File: config.mk
export PLATFORM = sky130hd
export DESIGN_NAME = f_delay_prog_flat
export DESIGN_NICKNAME = d
export VERILOG_FILES = /design/src/rtl/f_delay_prog_if.sv /design/src/rtl/f_delay_prog.sv /design/src/flat_wrapper.sv
export SDC_FILE = /design/constraint.sdc
export NUM_CORES = 1
export LEC_CHECK = 0
export BUFFER_PORTS_ARGS = -buffer_cell sky130_fd_sc_hd__buf_4
export CAP_MARGIN = 20
export CORE_AREA = 5 5 243 245
export DETAILED_ROUTE_END_ITERATION = 6
export DIE_AREA = 0 0 248 250
export SYNTH_ARGS = -nofsm -noshare
export SYNTH_HDL_FRONTEND = slang
export SYNTH_SLANG_ARGS = --single-unit
File: constraint.sdc
create_clock -name i_clk -period 5.84 [get_ports i_clk]
set_input_delay 0.584 -clock i_clk [delete_from_list [all_inputs] [get_ports i_clk]]
set_output_delay 0.584 -clock i_clk [all_outputs]
set_load 0.005 [all_outputs]
File: src/rtl/f_delay_prog_if.sv
// Sample bus for f_delay_prog: input sample (valid + multi-channel data)
// and the delayed output sample.
//   i_valid / i_data : sample entering the delay line (driven by master)
//   o_valid / o_data : delayed sample leaving the line (driven by slave)
interface f_delay_prog_if #(
  parameter int unsigned pSIZE = 8,
  parameter int unsigned pCH   = 4
);
  logic                  i_valid;
  logic [pCH*pSIZE-1:0]  i_data;
  logic                  o_valid;
  logic [pCH*pSIZE-1:0]  o_data;

  modport master (output i_valid, output i_data, input  o_valid, input  o_data);
  modport slave  (input  i_valid, input  i_data, output o_valid, output o_data);
endinterface

File: src/rtl/f_delay_prog.sv
// Multi-channel delay line with a runtime-programmable delay (0..pMAX_DELAY),
// per-sample valid tracking, clock-enable stall and flush. A delay load or a
// flush purges in-flight valids so stale, mis-aligned data is never emitted.
// Ports:
//   i_clk       rising-edge clock
//   i_rst       synchronous active-high reset
//   i_en        clock enable; 0 stalls the whole line
//   i_flush     pulse; clears in-flight valids
//   i_dly_load  pulse; loads i_dly (clamped) as the active delay
//   i_dly       requested delay in enabled cycles
//   bus         sample in (i_valid/i_data) and delayed sample out (o_valid/o_data)
//   o_dly       active delay
//   o_fill      high while the line refills after a purge
//   o_cfg_err   one-cycle pulse when a requested delay was clamped
module f_delay_prog #(
  parameter int unsigned pSIZE       = 8,
  parameter int unsigned pCH         = 4,
  parameter int unsigned pMAX_DELAY  = 16,
  parameter int unsigned pINIT_DELAY = 2,
  parameter int unsigned pDW         = $clog2(pMAX_DELAY + 1)
) (
  input  logic            i_clk,
  input  logic            i_rst,
  input  logic            i_en,
  input  logic            i_flush,
  input  logic            i_dly_load,
  input  logic [pDW-1:0]  i_dly,
  f_delay_prog_if.slave   bus,
  output logic [pDW-1:0]  o_dly,
  output logic            o_fill,
  output logic            o_cfg_err
);

  localparam int unsigned DW = pCH * pSIZE;

  typedef struct packed {
    logic          valid;
    logic [DW-1:0] data;
  } stage_t;

  typedef enum logic {RUN, FILL} state_t;

  stage_t         r_stage [pMAX_DELAY];
  logic [pDW-1:0] r_dly;
  logic [pDW-1:0] r_cnt;
  logic           r_cfg_err;
  state_t         r_state;

  state_t         state_nxt_c;
  logic [pDW-1:0] cnt_nxt_c;
  logic [pDW-1:0] dly_req_c;
  logic [pDW-1:0] dly_nxt_c;
  logic           over_c;
  logic           purge_c;
  stage_t         tap_c;

  // Clamp the requested delay; the delay seen by the fill logic is the one
  // that will be active after this edge.
  assign over_c    = (i_dly > pDW'(pMAX_DELAY));
  assign dly_req_c = over_c ? pDW'(pMAX_DELAY) : i_dly;
  assign dly_nxt_c = i_dly_load ? dly_req_c : r_dly;
  assign purge_c   = i_dly_load | i_flush;

  // Shift register; purge clears valids but keeps data bits untouched.
  always_ff @(posedge i_clk) begin
    if (i_rst) begin
      for (int k = 0; k < int'(pMAX_DELAY); k++) r_stage[k] <= '0;
    end else begin
      if (i_en) begin
        r_stage[0] <= {bus.i_valid, bus.i_data};
        for (int k = 1; k < int'(pMAX_DELAY); k++) r_stage[k] <= r_stage[k-1];
      end
      if (purge_c) begin
        for (int k = 1; k < int'(pMAX_DELAY); k++) r_stage[k].valid <= 1'b0;
        // With the line enabled the current input is fresh and keeps its valid.
        if (!i_en) r_stage[0].valid <= 1'b0;
      end
    end
  end

  // Delay and clamp-error registers; loads ignore i_en.
  always_ff @(posedge i_clk) begin
    if (i_rst) begin
      r_dly     <= pDW'(pINIT_DELAY);
      r_cfg_err <= 1'b0;
    end else begin
      r_dly     <= dly_nxt_c;
      r_cfg_err <= i_dly_load & over_c;
    end
  end

  // Fill state register.
  always_ff @(posedge i_clk) begin
    if (i_rst) begin
      r_state <= RUN;
      r_cnt   <= '0;
    end else begin
      r_state <= state_nxt_c;
      r_cnt   <= cnt_nxt_c;
    end
  end

  // Fill next-state: a purge (re)starts the fill with the latest delay.
  always_comb begin
    state_nxt_c = r_state;
    cnt_nxt_c   = r_cnt;
    if (purge_c) begin
      if (dly_nxt_c > pDW'(1)) begin
        state_nxt_c = FILL;
        cnt_nxt_c   = pDW'(1);
      end else begin
        state_nxt_c = RUN;
        cnt_nxt_c   = '0;
      end
    end else begin
      unique case (r_state)
        RUN:  ;
        FILL: begin
          if (i_en) begin
            cnt_nxt_c = r_cnt + pDW'(1);
            if (r_cnt == r_dly - pDW'(1)) state_nxt_c = RUN;
          end
        end
        default: state_nxt_c = RUN;
      endcase
    end
  end

  // Output tap: stage[r_dly-1]; held naturally while stalled.
  always_comb begin
    tap_c = '0;
    for (int k = 0; k < int'(pMAX_DELAY); k++) begin
      if (r_dly == pDW'(k + 1)) tap_c = r_stage[k];
    end
  end

  // Delay 0 is a combinational bypass.
  assign bus.o_data  = (r_dly == '0) ? bus.i_data : tap_c.data;
  assign bus.o_valid = (r_dly == '0) ? (bus.i_valid & i_en) : tap_c.valid;
  assign o_dly       = r_dly;
  assign o_fill      = (r_state == FILL);
  assign o_cfg_err   = r_cfg_err;

endmodule

File: src/flat_wrapper.sv
// flat-port wrapper written by rule: the top's interface ports become plain ports
module f_delay_prog_flat 
#(
  parameter int unsigned pSIZE       = 8,
  parameter int unsigned pCH         = 4,
  parameter int unsigned pMAX_DELAY  = 16,
  parameter int unsigned pINIT_DELAY = 2,
  parameter int unsigned pDW         = $clog2(pMAX_DELAY + 1)
)
  (i_clk, i_rst, i_en, i_flush, i_dly_load, i_dly, o_dly, o_fill, o_cfg_err, bus_i_valid, bus_i_data, bus_o_valid, bus_o_data);
  f_delay_prog_if #(.pSIZE(pSIZE), .pCH(pCH)) bus_i ();
  input  logic i_clk;
  input  logic i_rst;
  input  logic i_en;
  input  logic i_flush;
  input  logic i_dly_load;
  input  logic [pDW-1:0] i_dly;
  output logic [pDW-1:0] o_dly;
  output logic o_fill;
  output logic o_cfg_err;
  input wire logic [$bits(bus_i.i_valid)-1:0] bus_i_valid;
  input wire logic [$bits(bus_i.i_data)-1:0] bus_i_data;
  output wire logic [$bits(bus_i.o_valid)-1:0] bus_o_valid;
  output wire logic [$bits(bus_i.o_data)-1:0] bus_o_data;
  assign bus_i.i_valid = bus_i_valid;
  assign bus_i.i_data = bus_i_data;
  assign bus_o_valid = bus_i.o_valid;
  assign bus_o_data = bus_i.o_data;
  f_delay_prog #(.pSIZE(pSIZE), .pCH(pCH), .pMAX_DELAY(pMAX_DELAY), .pINIT_DELAY(pINIT_DELAY), .pDW(pDW)) u_core (.i_clk(i_clk), .i_rst(i_rst), .i_en(i_en), .i_flush(i_flush), .i_dly_load(i_dly_load), .i_dly(i_dly), .bus(bus_i), .o_dly(o_dly), .o_fill(o_fill), .o_cfg_err(o_cfg_err));
endmodule
==> impl_metrics.py <==
metrics = {
    "floorplanning": {
        "start_util": 0.441,
        "die_w_um": 248,
        "dieHeight_um": 250,
        "rows": 88,
        "dieArea_mm2": 0.0620,
        "core_area_mm2": 0.0569,
        "io_pins": 83,
    },
    "logic_synthesis": {
        "ys_types": 78,
        "yosys_most_used_dff": "edfxtp_1",
        "yosysTopAreaCell": "edfxtp_1",
        "synth_top_family_by_area": "simple AND/OR/NAND/NOR gates",
        "synth_area_mm2": 0.0251,
        "synth_mux_area_frac": 0.0801,
        "yosys.area_share.xor_xnor": 0.00314,
        "ys_warn_count": 0,
        "syn_inst": 2343,
        "yosys.area_share.adder": 0.00299,
        "async_flop_share": 0,
        "synth_compound_area_frac": 0.134,
        "yosys-top-cells-area": "edfxtp_1 (39%), dfxtp_1 (17%), and2_1 (8.1%)",
        "yosysTopAreaCellShare": 0.392,
        "synth-simple-area-share": 0.185,
        "ys_ff_latch": 540,
        "synth_edf_count": 328,
        "synth_area_per_cell_um2": 10.7,
        "yosysSeqAreaShare": 0.561,
        "syn_nets": 2392,
    },
    "sta": {
        "finalSetupViolCount": 0,
        "maxSlewViolCount": 0,
        "hold_viol_final": 0,
        "max_freq_mhz": 184,
        "period_needed_ps": 5430,
        "finalCritPeriodShare": 0.930,
        "fin_setup_tns_ps": 0,
        "slew_headroom": 0.123,
        "final.setup.worst_slack_ps": 407,
        "rsz0062_at_grt": "false",
        "worst_slew_pin_slew_ps": 1320,
        "fin_skew_ps": 20.1,
    },
    "outcome": {
        "outcome": "finished, final reports clean",
    },
    "global_route": {
        "grt-ovfl-total": 0,
        "grt_use_total": 0.260,
        "antenna_found_initial": 8,
        "grt_pass1_vias": 18000,
        "grt_first_pass_wirelength_um": 121000,
        "grt_max_degree": 282,
    },
    "cts": {
        "clockRootBuffer": "clkbuf_16",
        "cts_num_sinks": 540,
        "clk_path_buf_depth": 3,
        "hold_buffers": 0,
        "cts_tree": "done",
        "cts.clk_slew.worst_paths_ps": 60,
        "htreeDepth": 2,
        "clock_latency_ps": 630,
        "numCtsBuffers": 59,
        "cts_resized": 0,
        "post_cts_buffers": 0,
    },
    "drt": {
        "wl_met3_um": 9920,
        "post_drt_wl_per_cell_um": 26.3,
        "first_iter_violations": 2416,
        "met1_length_um": 35000,
        "drt-vias-per-instance": 6.04,
        "routed.top_layer": "met5",
        "dr_wl_met2_um": 35600,
        "dr_total_vias": 19200,
        "drcViolationCount": 0,
        "dr.pass1.iters": 6,
        "drt-total-wl_um": 83300,
        "antenna_left": 0,
    },
    "setup_path": {
        "crit_fanout": 20,
        "cp-end-kind": "output pin",
        "path_class": "reg2out",
        "required_ps": 5260,
        "cp.arrival_ps": 4850,
        "start_kind": "flip-flop",
        "r2r_cells": 8,
    },
    "finish": {
        "final_cell_mix": "edfxtp_1 (328), and2_1 (324), nor2_1 (320)",
        "stdcell_area_mm2": 0.0283,
        "layout.cells.most_common": "edfxtp_1",
        "areaGrowthSynthToFinish_pct": 12.7,
        "fin_util": 0.497,
        "final_cells": 3173,
        "nNetsFinal": 2406,
        "layout-drive-gt1-share": 0.110,
    },
    "pwr": {
        "pwr_density_cell_mw_per_mm2": 310,
        "vdd_drop_max_mv": 0.242,
        "leakagePower_nw": 11.2,
    },
    "placed_design": {
        "placed_area_mm2": 0.0265,
        "dp.cells": 3061,
        "dpl.hpwl_um": 56600,
        "post-place-ws_ps": 1150,
        "place.gp.congestion": 0.940,
        "portBuffers": 82,
    },
    "worst_hold_path": {
        "hold_depth": 2,
        "hp-class": "in2reg",
    },
    "job": {
        "cap_viol_max_count": 0,
    },
}
-- critical path, cell delays in order (launching register included) --
cell and delay, ps:
dfxtp_1 390, inv_1 150, ha_1 890, buf_4 430
o21ai_1 160, a21oi_2 540, a221oi_1 130, a2111oi_0 600
a211oi_1 120, o21ai_1 580, buf_4 220
-- path summary, 6_finish.rpt --
kind	start	endpoint	slack, ps
worst min register to register	u_core.r_stage[1][261]$_SDFFE_PP0P_	u_core.r_stage[1][261]$_SDFFE_PP0P_	500
worst max register to register	u_core.o_dly[2]$_SDFF_PP0_	u_core.o_fill$_SDFF_PP0_	3460
worst max-delay path	u_core.o_dly[0]$_SDFF_PP0_	bus_o_data[30]	410
worst min-delay path	i_dly[4]	u_core.o_dly[2]$_SDFF_PP0_	210
-- cell usage after synthesis, types with 8 or more instances --
cell and instances:
nor2b_1 11, a221o_1 17, and3_1 8, dfxtp_1 212
a21o_1 12, nor4_1 11, and2_1 324, a21oi_1 121
o211ai_1 11, o22ai_1 65, o21ai_0 52, a31oi_1 8
a32oi_1 13, nand4bb_1 8, nand3_1 29, o221ai_1 28
buf_2 50, nor2_1 320, a221oi_1 37, o21a_1 9
inv_1 18, o21ai_1 24, mux2i_1 201, a211oi_1 14
a22oi_1 39, buf_1 21, nor3_1 24, nand4_1 8
clkbuf_1 103, edfxtp_1 328, nand2_1 86
-- per-layer routing --
| layer | vias up | track usage |
|---|---|---|
| li1 | 8606 | - |
| met1 | 9522 | 0.364 |
| met2 | 888 | 0.373 |
| met3 | 145 | 0.100 |
| met4 | 6 | 0.0845 |
| met5 | - | 0 |
-- per-stage QoR --
stage	total power, W	hold slack, ps
finish	0.00877	211
global route	0.00904	212
CTS	0.00880	178
detailed placement	0.00523	487
global placement	0.00522	474
floorplan	0.00483	460
-- registers in the layout (all words and copies together), names as in the netlist --
| register | flops |
|---|---|
| u_core.r_stage | 528 |
| u_core.o_fill | 1 |
| u_core.o_dly | 5 |
| u_core.o_cfg_err | 1 |
| u_core.r_cnt | 5 |
-- final cells by class --
type	count	area (um2)
inverters	20	75.1
well taps	765	957
multi-input cells	1601	10200
flip-flops and latches	540	14100
fillers	5193	28600
clock buffers	84	1680
clock inverters	26	170
repair buffers	135	1090
diodes	2	5.00
-- cells by family after synthesis --
family	after synthesis
and+or+nand+nor	889
DFF	540
AOI/OAI and AO/OA	496
buffers and inverters	202
muxes	201
xor gates and xnor gates	9
adders and majority gates	6
-- power breakdown --
| part | leakage, nW | total (W) | internal (W) | switching, W |
|---|---|---|---|---|
| sequential | 5.35 | 0.00435 | 0.00422 | 0.000126 |
| clock | 0.931 | 0.00359 | 0.00204 | 0.00155 |
| combinational | 4.88 | 0.000826 | 0.000293 | 0.000532 |
| total | 11.2 | 0.00877 | 0.00656 | 0.00221 |
Note: power is estimated with default switching activity, not from simulation.
